<file path="src/rtl/calc_op_scheduler.sv">
// calc_op_scheduler: round-robin arbiter sharing one calculator core among N_REQ requesters.
// Define CALC_SCHED_TIMEOUT_EN to add a core-ready watchdog of TIMEOUT_CYCLES WAIT cycles.
module calc_op_scheduler #(
  parameter int N_REQ = 2,
  parameter int TIMEOUT_CYCLES = 1024
) (
  input  logic                  clk,
  input  logic                  reset_n,
  input  logic [N_REQ-1:0]      i_req,
  input  logic [3*N_REQ-1:0]    i_req_op,
  input  logic [16*N_REQ-1:0]   i_req_operand,
  output logic [N_REQ-1:0]      o_ack,
  output logic [N_REQ-1:0]      o_rsp_valid,
  output logic [31:0]           o_rsp_result,
  output logic                  o_rsp_err,
  output logic                  o_busy,
  output logic                  o_core_start,
  output logic [2:0]            o_core_operation,
  output logic [15:0]           o_core_operand_a,
  input  logic [31:0]           i_core_result,
  input  logic                  i_core_ready
);
  localparam int GW = (N_REQ > 1) ? $clog2(N_REQ) : 1;
  typedef enum logic [1:0] {IDLE, ISSUE, WAIT, RESP} state_t;
  state_t r_state, w_state;
  logic [GW-1:0] r_ptr, r_grant, w_grant;
  logic w_found, w_ready, w_timeout;
  logic [2:0] w_op;
  logic [15:0] w_operand;
  if (N_REQ < 1 || N_REQ > 8 || TIMEOUT_CYCLES < 1) begin : g_bad_cfg
    $error("calc_op_scheduler: N_REQ must be 1..8 and TIMEOUT_CYCLES >= 1");
  end
  // core_start is high only in the first WAIT cycle, where a ready left over from the previous op must be ignored
  assign w_ready = i_core_ready && !o_core_start;
  assign o_busy = r_state != IDLE;
  assign w_op = i_req_op[3*int'(w_grant) +: 3];
  assign w_operand = i_req_operand[16*int'(w_grant) +: 16];
`ifdef CALC_SCHED_TIMEOUT_EN
  localparam int TW = $clog2(TIMEOUT_CYCLES + 1);
  logic [TW-1:0] r_wdog;
  assign w_timeout = r_wdog == TW'(TIMEOUT_CYCLES - 1);
  always_ff @(posedge clk)
    r_wdog <= (!reset_n || r_state != WAIT) ? '0 : r_wdog + 1'b1;
`else
  assign w_timeout = 1'b0;
`endif
  always_comb begin
    w_found = 1'b0;
    w_grant = '0;
    for (int k = 0; k < N_REQ; k++) begin
      if (!w_found && i_req[(int'(r_ptr) + k) % N_REQ]) begin
        w_found = 1'b1;
        w_grant = GW'((int'(r_ptr) + k) % N_REQ);
      end
    end
  end
  always_comb begin
    w_state = r_state;
    case (r_state)
      IDLE:    if (w_found) w_state = (w_op > 3'd4) ? RESP : ISSUE;
      ISSUE:   w_state = WAIT;
      WAIT:    if (w_ready || w_timeout) w_state = RESP;
      default: w_state = IDLE;
    endcase
  end
  always_ff @(posedge clk) begin
    if (!reset_n) begin
      r_state <= IDLE;
      r_ptr <= '0;
      r_grant <= '0;
      o_ack <= '0;
      o_rsp_valid <= '0;
      o_rsp_result <= '0;
      o_rsp_err <= 1'b0;
      o_core_start <= 1'b0;
      o_core_operation <= '0;
      o_core_operand_a <= '0;
    end else begin
      r_state <= w_state;
      o_ack <= '0;
      o_rsp_valid <= '0;
      o_core_start <= r_state == ISSUE;
      if (r_state == IDLE && w_found) begin
        o_ack[w_grant] <= 1'b1;
        r_grant <= w_grant;
        o_core_operation <= w_op;
        o_core_operand_a <= w_operand;
        if (w_op > 3'd4) begin
          o_rsp_result <= '0;
          o_rsp_err <= 1'b1;
        end
      end
      if (r_state == WAIT && (w_ready || w_timeout)) begin
        o_rsp_result <= w_ready ? i_core_result : '1;
        o_rsp_err <= !w_ready;
      end
      if (r_state == RESP) begin
        o_rsp_valid[r_grant] <= 1'b1;
        r_ptr <= GW'((int'(r_grant) + 1) % N_REQ);
      end
    end
  end
endmodule
</file>
<file path="config.mk">
export PLATFORM = sky130hd
export DESIGN_NAME = calc_op_scheduler
export DESIGN_NICKNAME = d
export VERILOG_FILES = /design/src/rtl/calc_op_scheduler.sv
export SDC_FILE = /design/constraint.sdc
export NUM_CORES = 1
export LEC_CHECK = 0
export ABC_CLOCK_PERIOD_IN_PS = 2150
export CAP_MARGIN = 10
export CORE_MARGIN = 1.5
export CORE_UTILIZATION = 37
export DETAILED_ROUTE_END_ITERATION = 12
export PLACE_DENSITY = 0.78
export SYNTH_ARGS = -nofsm -noshare
export SYNTH_HDL_FRONTEND = slang
export SYNTH_SLANG_ARGS = --single-unit
</file>
<file path="constraint.sdc">
create_clock -name clk -period 2.15 [get_ports clk]
set_clock_uncertainty 0.1 [all_clocks]
set_input_delay 0.3225 -clock clk [delete_from_list [all_inputs] [get_ports clk]]
set_output_delay 0.3225 -clock clk [all_outputs]
set_load 0.02 [all_outputs]
</file>
After elaboration in Yosys (flattened, before gate mapping)

Index checks and enable logic that the tools add are counted.

Bits in registers: 61
Bits in latches: 0
Bits in writable memories: 0
Bits in read-only memories: 0
Input port bits: 75
Output and inout port bits: 58
Logic and storage cells: 69
Memories: 0

$add $sub $neg: 2
$mul: 1
Div/mod/pow operators: 0
Magnitude comparators: 7
Eq/ne operators: 5
Shift operators: 2
Muxes and demuxes: 24
Bitwise gates (word level): 1
Reduce and logical (&&, ||, !) cells: 17

Operators by type and width:

| operator              | count |
|---|---|
| $mux W32              | 4 |
| $shiftx A32 B6 Y16    | 1 |
| $mux W1               | 14 |
| $reduce_and A2 Y1     | 4 |
| $logic_and A1 B1 Y1   | 6 |
| $lt A1 B2 Y1 const B  | 3 |
| $mux W2               | 3 |
| $pmux W2 S3           | 1 |
| $reduce_bool A2 Y1    | 3 |
| $shiftx A6 B4 Y3      | 1 |
| $eq A2 B2 Y1 const B  | 2 |
| $ne A2 B2 Y1 const B  | 2 |
| $gt A3 B3 Y1 const B  | 1 |
| $logic_not A1 Y1      | 3 |
| $lt A2 B3 Y1 const B  | 1 |
| $mul A2 B1 Y3 const A | 1 |
| $add A1 B1 Y1 const B | 2 |
| $demux W1 S1          | 2 |
| $eq A2 B1 Y1 const B  | 1 |
| $ge A1 B1 Y1 const B  | 2 |
| $logic_not A2 Y1      | 1 |
| $and A1 B1 Y1 const A | 1 |

Logic depth before layout (Yosys ltp)

Gate-level depths: netlist of run 1.

Depth after elaboration: 13
Gate-level depth with buffers: 8
Gate-level depth less buffers: 6

Worst setup path before layout of run 1

OpenSTA, ideal clock, no wires.

Path type: reg2reg
Start: register r_state[0]
End: register o_rsp_result[0]
Library setup time: 0.117 ns
Arrival time: 1.595 ns
Required time: 1.933 ns
Slack: 0.338 ns
Cell stages (with the launch flop): 9
Buffers on the path: 2
Path through: dfxtp_1 -> inv_1 -> ha_1 -> o21ai_0 -> a21oi_2 -> a2bb2o_4 -> buf_6 -> buf_6 -> a32o_1

Word-level cells in the longest chain between the ends: 4

Ends and longest elaborated chain:

| element                                                 | RTL line | text |
|---|---|---|
| start, declared                                         | 25       | `state_t r_state, w_state;` |
| start signal, assigned                                  | 79       | `r_state <= w_state;` |
| $eq A2 B2 Y1 / $logic_not A2 Y1 (equally long branches) | 93, 83   |  |
| $logic_and A1 B1 Y1, on equally long branches           | 93, 83   |  |
| $reduce_bool A2 Y1 (no source line)                     | -        |  |
| $reduce_and A2 Y1 (no source line)                      | -        |  |
| end signal, assigned                                    | 94       | `o_rsp_result <= w_ready ? i_core_result : '1;` |
| end, declared                                           | 14       | `output logic [31:0] o_rsp_result,` |

Parallel ways exist; a longest one is shown, timed or not.
A chain may end at the register's enable or synchronous reset.

Worst setup path in the final report of run 1

Start: register r_state[0]
End: output port o_busy

Word-level cells in the longest chain between the ends: 1

Ends and longest elaborated chain:

| element            | RTL line | text |
|---|---|---|
| $reduce_bool A2 Y1 | 35       | `assign o_busy = r_state != IDLE;` |
| end, declared      | 16       | `output logic o_busy,` |

Every way passes these cells.

==> impl.org, run 1 <==
** Clocking
- Clock tree from TritonCTS :: yes
- Number of buffers inserted by post-CTS setup repair :: 0
- Clock tree root driver cell :: sky130_fd_sc_hd__clkbuf_8
- CTS saw 61 sinks.
- Number of buffers on the longest clock path :: 2
- Hold-fix buffer count after cts :: 0
- Number of buffers created by CTS :: 9
- CTS built an H-tree with a depth of 3.
- Clock-pin slew was measured on the worst setup and hold paths at 0.07 ns.
- Post-CTS Resized :: 1
- Insertion delay to the later sink of the worst-skew pair :: 0.32 ns

** Synth
- Share of async-settable or async-resettable flops after synthesis :: 0%
- Average size of a mapped cell :: 10.0 sq um
- Post-synthesis instance total :: 238
- Sequential elements use 51.3% of the synthesized area.
- When the netlist entered floorplanning its net count stood at 318.
- In the synthesized netlist the dominant register cell turns out to be sky130_fd_sc_hd__dfxtp_1.
- The share of synthesized area in the top cell type comes to between 50% and 60%.
- Synthesis instantiated 32 different standard cells from the library.
- Flip-flop and latch count after synthesis :: 61
- Ranked by total cell area, the synthesized netlist is headed by sky130_fd_sc_hd__dfxtp_1 (51%), sky130_fd_sc_hd__a32o_1 (13%), sky130_fd_sc_hd__a311oi_1 (6.6%).
- Post-synthesis instance area :: 2380 sq um
- Top cell type by total area after synthesis :: sky130_fd_sc_hd__dfxtp_1
- Number of flops mapped to enable cells by yosys :: 0
- During synthesis, Yosys emitted a total of 0 warnings.

** Route
- For this block, the routed nets add up to 6.31 mm of wire.
- Starting DRT DRC Count :: between 70 and 80
- DRC violations left :: 0
- The pre-antenna-repair detailed-routing pass consisted of 4 iterations.
- Wire per inst :: 13.9 microns
- Once detail routing completed, the nets flagged for antenna violations numbered 0.
- The routed layout has 2,339 vias.
- Detail-routed via count per cell :: approximately 5.1

** Worst setup path
- Crit path max fanout :: 5
- The worst setup path is captured at an output pin.
- Crit path arrival time :: roughly 1.5 ns
- Required time worst endpoint :: 1.73 ns
- STA classifies the critical path startpoint as a flop.
- Worst setup path class :: flop to output pin

** Placed design
- Routability congestion estimate from global placement :: between 0.7 and 0.8
- Dpl ws :: around 0.014 ns
- Post-DP HPWL :: between 4 and 5 mm
- Port buffering added 132 buffers.

** Timing
- Across all setup checks in the final design, the least slack found is 0.261 ns.
- The number of hold violations in the final report was 0.
- Setup violations remaining at the end of the flow were counted as 0.
- Post-layout min period :: about 1.9 ns
- Highest attainable clock frequency :: approximately 530 MHz
- Setup repair after global routing left no endpoint under its margin.
- The final max-slew violation count was 0.
- For the pin with the worst max-slew slack, the measured transition is between 0.3 and 0.4 ns.
- Hold timing on the final database bottoms out at a slack of between 0.3 and 0.4 ns.
- Measured against its own limit, the worst slew margin works out to 74.0%.
- In the finished design, the share of the clock period the worst path needs comes to 87.9%.
- Summed over all failing endpoints, the final setup total negative slack is 0 ns.

** Finish
- Cells fill 64.0% of the core in the end.
- # nets final :: 454
- Counting the fill cells in the layout gives roughly 540.
- Ant. Diodes :: 0
- Proportion of layout cells with a drive suffix above 1 :: 9.52%
- Area grow syn2layout :: 68.6%

** Power
- Max VDD drop :: between 500 and 600 uV
- In this run, the clock network consumes 26.8% of the power.
- Summed over all nets, the switching power comes to 1.31 mW.
- Cell internal power was estimated by the tool at 2.73 mW.
- Of the total power, registers draw 36.1%.
- Lkg Pwr :: 1.52 nW
- Combinational cells account for 37.1% of the total power.
- Switching Share :: 32.5%
- P per Cell Area :: 1010 nW/um^2

** Global routing
- The number of antenna violations at the first check in global routing came to 0.
- For this run the aggregate overflow at the end of global routing stands at 0.
- Entering global routing, the biggest net connects 34 pins.
- Number of global-route vias before repair :: 2,380
- Overall routing resource usage :: 18.5%
- Wire length of the first global-routing pass :: roughly 11 mm

** Run
- The tool flagged a number of max-cap violations equal to 0.

** Floorplan
- Ports :: 133
- Starting utilization of the core area :: 37.9%
- Cell Rows :: 29
- Floorplan die area :: 6930 sq um
- Core Box Area :: 6280 sq um
- Die outline width :: 83.2 microns
- From bottom edge to top edge, the die measures 83.2 microns.

** Run status
- Result of the run :: finished, final reports clean

** Hold path
- The tightest min-delay check is of the flop to flop type.
-- worst paths after layout --
path / startpoint / end / slack (ns) / cells after the start
max: r_state[0]$_SDFFE_PN0P_ / o_busy / 0.26 / 4
min: r_grant$_SDFFE_PN0P_ / o_rsp_valid[0]$_SDFF_PN0_ / 0.34 / 1
max reg2reg: r_state[0]$_SDFFE_PN0P_ / o_rsp_result[7]$_SDFFE_PN0P_ / 0.31 / 6
min reg2reg: r_grant$_SDFFE_PN0P_ / o_rsp_valid[0]$_SDFF_PN0_ / 0.34 / 1
-- per-layer routing --
layer  share of wire, %  wire length [microns]  track usage, %
met5                  0                      0               0
met4                1.8                    112            8.18
met3                9.1                    575            6.06
met2                 46                   2920            30.5
met1                 43                   2700            21.8
-- area by class of cell --
type                    count  area [sq um]  area share [%]
repair buffers            149          1450            36.1
flip-flops and latches     61          1220            30.4
clock inverters             6          88.8            2.21
clock buffers               9           124            3.09
multi-input cells         146          1010            25.2
inverters                   7          26.3           0.654
well taps                  77          96.3            2.40
-- sequential cells by signal, indices dropped and copies added, names as in the netlist --
register,flops
o_rsp_err,1
o_core_operation,3
o_ack,2
o_core_start,1
r_state,2
o_core_operand_a,16
r_ptr,1
o_rsp_result,32
r_grant,1
o_rsp_valid,2
-- Yosys cell counts (all sizes together), types with 5 or more instances --
library cell / instances
a311oi: 18
a32o: 32
buf: 9
clkbuf: 15
dfxtp: 61
ha: 5
inv: 7
nand2: 22
nand3: 20
nor2: 26
-- power by group through the flow --
stage	clock (mW)	combinational (mW)	sequential, mW
floorplan	0	0.613	1.70
detailed placement	0	1.52	1.48
CTS	1.11	1.51	1.46
global route	1.16	1.63	1.49
global placement	0	1.50	1.47
finish	1.08	1.50	1.46
-- logic make-up after synthesis --
| family | synth area share [%] |
|---|---|
| and+or+nand+nor | 13.6 |
| AOI/OAI and AO/OA | 25.2 |
| adders and majority gates | 2.63 |
| muxes | 0.841 |
| buffers and inverters | 6.46 |
| DFF | 51.3 |
-- through the flow --
stage / area [sq um] / total power, mW / instances
after floorplan: 2380 / 2.31 / 238
after global placement: 3800 / 2.97 / 440
after detailed placement: 3800 / 3.00 / 440
after CTS: 4020 / 4.08 / 455
after global routing: 4020 / 4.27 / 455
final: 4020 / 4.04 / 455
-- critical path, stage by stage (launching register included) --
cell                            delay, ns
sky130_fd_sc_hd__dfxtp_1             0.41
sky130_fd_sc_hd__inv_1               0.09
sky130_fd_sc_hd__ha_1                0.25
sky130_fd_sc_hd__inv_1               0.07
sky130_fd_sc_hd__dlygate4sd2_1       0.32
-- placed cells by master (no fill, tap or decap), types with 2 or more instances in the layout --
cell type,count
sky130_fd_sc_hd__bufinv_16,2
sky130_fd_sc_hd__a21boi_1,2
sky130_fd_sc_hd__nand2b_1,2
sky130_fd_sc_hd__clkinvlp_4,2
sky130_fd_sc_hd__a311oi_1,18
sky130_fd_sc_hd__clkbuf_8,9
sky130_fd_sc_hd__inv_1,6
sky130_fd_sc_hd__nor2_1,26
sky130_fd_sc_hd__nor2b_1,2
sky130_fd_sc_hd__o21a_1,2
sky130_fd_sc_hd__dfxtp_1,61
sky130_fd_sc_hd__a32o_1,32
sky130_fd_sc_hd__nand2_1,22
sky130_fd_sc_hd__buf_4,17
sky130_fd_sc_hd__mux2i_1,2
sky130_fd_sc_hd__nand3_1,20
sky130_fd_sc_hd__clkdlybuf4s50_1,131
sky130_fd_sc_hd__ha_1,5
(Power assumes the default switching activity.)
==> run 2, diff against run 1 <==
CAP_MARGIN = 20   (was 10)
==> results of run 2 <==
No change in the layout: final DEF, timing and power equal those of run 1.
==> run 3, diff against run 2 <==
MAX_ROUTING_LAYER = met4   (was not set)
SLEW_MARGIN = 10   (was not set)
==> run 3 against run 2 <==
  * Combinational power barely moved
  * Final cell count unchanged
  * Non-clock buffer count unchanged
  * Fmax is 0.12% higher
  * Sequential cell count is the same
  * Sequential power hardly changed
  * Clock power is essentially flat
  * Clock-buffer cell count unchanged
  * Critical path depth unchanged
  * Sequential share of layout area unchanged
  * Die area did not move
==> impl.org, run 3 (synthesis gave the netlist of run 1 again) <==
** Floorplan
- Floorplan die area :: 6930 sq um (unchanged)
- The die extent in x was 83.2 microns (unchanged).
- The die extent in y was 83.2 microns (unchanged).
- Ports :: 133 (unchanged)
- Starting utilization of the core area :: 37.9% (unchanged)
- Cell Rows :: 29 (unchanged)
- The area of the core region came to 6280 sq um (unchanged).

** Run status
- The run finished with clean final reports.

** Global routing
- Number of antenna violations at the first check in global routing :: 0 (unchanged)
- Global route overflow :: 0 (unchanged)
- The first-pass GRT wire length is 10.5 mm (+0.13%).
- The total global routing track utilization was 19.0% (+0.57 points).
- The pin count of the biggest net entering global routing was 34 (unchanged).
- The number of global-route vias before repair came to 2,372 (-0.34%).

** Finish
- The area growth from synthesis to layout is 68.6% (unchanged).
- Most used cells in the layout excluding fill and tap cells :: sky130_fd_sc_hd__clkdlybuf4s50_1 (131), sky130_fd_sc_hd__dfxtp_1 (61), sky130_fd_sc_hd__a32o_1 (32)
- Final standard cell utilization of the core :: 64.0% (unchanged)
- Registers with the highest flip-flop counts :: o_rsp_result x32, o_core_operand_a x16, o_core_operation x3
- Most flops, register :: o_rsp_result
- # nets final :: 454 (unchanged)
- Ant. Diodes :: 0 (unchanged)
- Most frequent standard cell in the layout excluding fill and tap cells :: sky130_fd_sc_hd__clkdlybuf4s50_1
- The number of flip-flops in the largest register is 32 (unchanged).
- Proportion of layout cells with a drive suffix above 1 :: 9.52% (unchanged)
- The final instance count without filler cells came to 455 (unchanged).

** Worst setup path
- Worst setup path class :: flop to output pin
- The stage delay of the slowest cell on the critical path was 0.41 ns (about the same).
- Required time worst endpoint :: 1.73 ns (about the same)
- The critical path starts at r_state[0]$_SDFFE_PN0P_.
- The arrival time of the worst setup path came to 1.46 ns (about the same).
- The biggest fanout along the worst timing path is 5 (unchanged).
- The combined buffer and inverter count along the critical path was 3 (unchanged).
- STA classifies the critical path startpoint as a flop.
- Critical path's top delay family :: buffers and inverters
- CP max stage cell :: sky130_fd_sc_hd__dfxtp_1
- STA classifies the critical path endpoint as an output pin.
- In this run the critical register-to-register path is launched from r_state[0]$_SDFFE_PN0P_.
- Worst-path cell chain :: inv_1 > ha_1 > inv_1 > dlygate4sd2_1
- In this design, the critical path's most frequently occurring cell is sky130_fd_sc_hd__inv_1.

** Placed design
- The count of port buffers added during placement came to 132 (unchanged).
- The global placer's final weighted congestion is 0.779 (+1.3%).
- The half-perimeter wire length after detailed placement came to 4.71 mm (unchanged).
- The post-placement cell count is 440 (unchanged).

** Route
- Total Wirelength :: 6.31 mm (unchanged)
- Wire per inst :: 13.9 microns (unchanged)
- Via count :: 2,338 (-0.043%)
- Detail-routed via count per cell :: 5.14 (about the same)
- First-pass DRT Iterations :: 4 (unchanged)
- The number of design rule violations left after detail routing is 0 (unchanged).
- Starting DRT DRC Count :: 79 (+1.3%)
- The final antenna-violating net count was 0 (unchanged).

** Clocking
- Depth of the CTS H-tree :: 3 (unchanged)
- Insertion delay to the later sink of the worst-skew pair :: 0.32 ns (about the same)
- Sinks on the clock net :: 61 (unchanged)
- Clock input transition at the sequential cells of the worst setup and hold paths :: 0.07 ns (about the same)
- Clock tree synthesis selected as its root buffer the cell sky130_fd_sc_hd__clkbuf_8.
- The buffers inserted during post-CTS setup optimization is 0 (unchanged).
- Number of buffers created by CTS :: 9 (unchanged)
- The number of buffers inserted by hold repair at cts was 0 (unchanged).
- TritonCTS built the clock tree.
- The number of buffers on the longest clock path came to 2 (unchanged).
- Post-CTS Resized :: 1 (unchanged)

** Power
- Max VDD drop :: 591 uV (about the same)
- Internal power of the cells :: 2.73 mW (about the same)
- Lkg Pwr :: 1.52 nW (unchanged)
- Proportion of power drawn by the clock network :: 26.7% (about the same)
- Combinational share of power :: 37.1% (about the same)
- Switching Share :: 32.5% (about the same)
- Proportion of power drawn by flip-flops and latches :: 36.1% (about the same)
- The power per unit of standard cell area was 1010 nW/um^2 (about the same).
- Net switching power :: 1.31 mW (about the same)

** Timing
- The time the final worst path needs with I/O delays and setup was 1.89 ns (-0.00227 ns).
- The ratio of final minimum period to clock period is 87.8% (-0.11 points).
- Worst-Margin Slew :: 0.388 ns (-0.00205 ns)
- Number of endpoints with negative hold slack in the final report :: 0 (unchanged)
- The number of endpoints failing setup at the final stage was 0 (unchanged).
- The highest clock frequency the design can meet came to 530 MHz (+0.12%).
- Setup TNS :: 0 ns (unchanged)
- Rel. slew slack :: 74.1% (+0.14 points)
- The worst hold-check slack was 0.343 ns (-0.000262 ns).
- Setup repair after global routing missed its margin :: false
- The final max-slew violation count was 0 (unchanged).

** Hold path
- The startpoint identified for the worst hold timing path is r_grant$_SDFFE_PN0P_.
- Worst hold-check path type :: flop to flop

** Run
- The max capacitance violation total is 0 (unchanged).
[run 3: final cells by class]
| cell class | count | area, sq um |
|---|---|---|
| clock buffer | 9 | 124 |
| clock inverter | 6 | 88.8 |
| fill | 542 | 2260 |
| inverter | 7 | 26.3 |
| multi-input combinational | 146 | 1010 |
| sequential | 61 | 1220 |
| tap | 77 | 96.3 |
| timing repair buffer | 149 | 1450 |
[run 3: layer usage]
layer	share of wire (%)	vias to the layer above	GRT usage, %
li1	-	1164	-
met1	44	1062	22.4
met2	46	100	30.5
met3	8.0	12	5.47
met4	1.8	0	8.18
met5	0	-	-
[run 3: power by group through the flow]
stage	combinational, mW	clock [mW]	sequential, mW
5_1_grt	1.63	1.16	1.49
2_1_floorplan	0.613	0	1.70
6_report	1.50	1.08	1.46
3_5_place_dp	1.52	0	1.48
4_1_cts	1.51	1.11	1.46
3_3_place_gp	1.50	0	1.47
[run 3: stage by stage]
stage	area, sq um	setup slack (ns)	power (mW)
after CTS	4020	0.235	4.08
after global routing	4020	0.151	4.27
after global placement	3800	0.109	2.97
final	4020	0.263	4.04
after detailed placement	3800	0.0137	3.00
after floorplan	2380	0.338	2.31
[run 3: final timing paths]
| path | slack [ns] | end | cells after the start |
|---|---|---|---|
| setup / recovery | 0.26 | o_busy | 4 |
| hold / removal | 0.34 | o_rsp_valid[0]$_SDFF_PN0_ | 1 |
| setup reg to reg | 0.31 | o_rsp_result[7]$_SDFFE_PN0P_ | 6 |
| hold reg to reg | 0.34 | o_rsp_valid[0]$_SDFF_PN0_ | 1 |
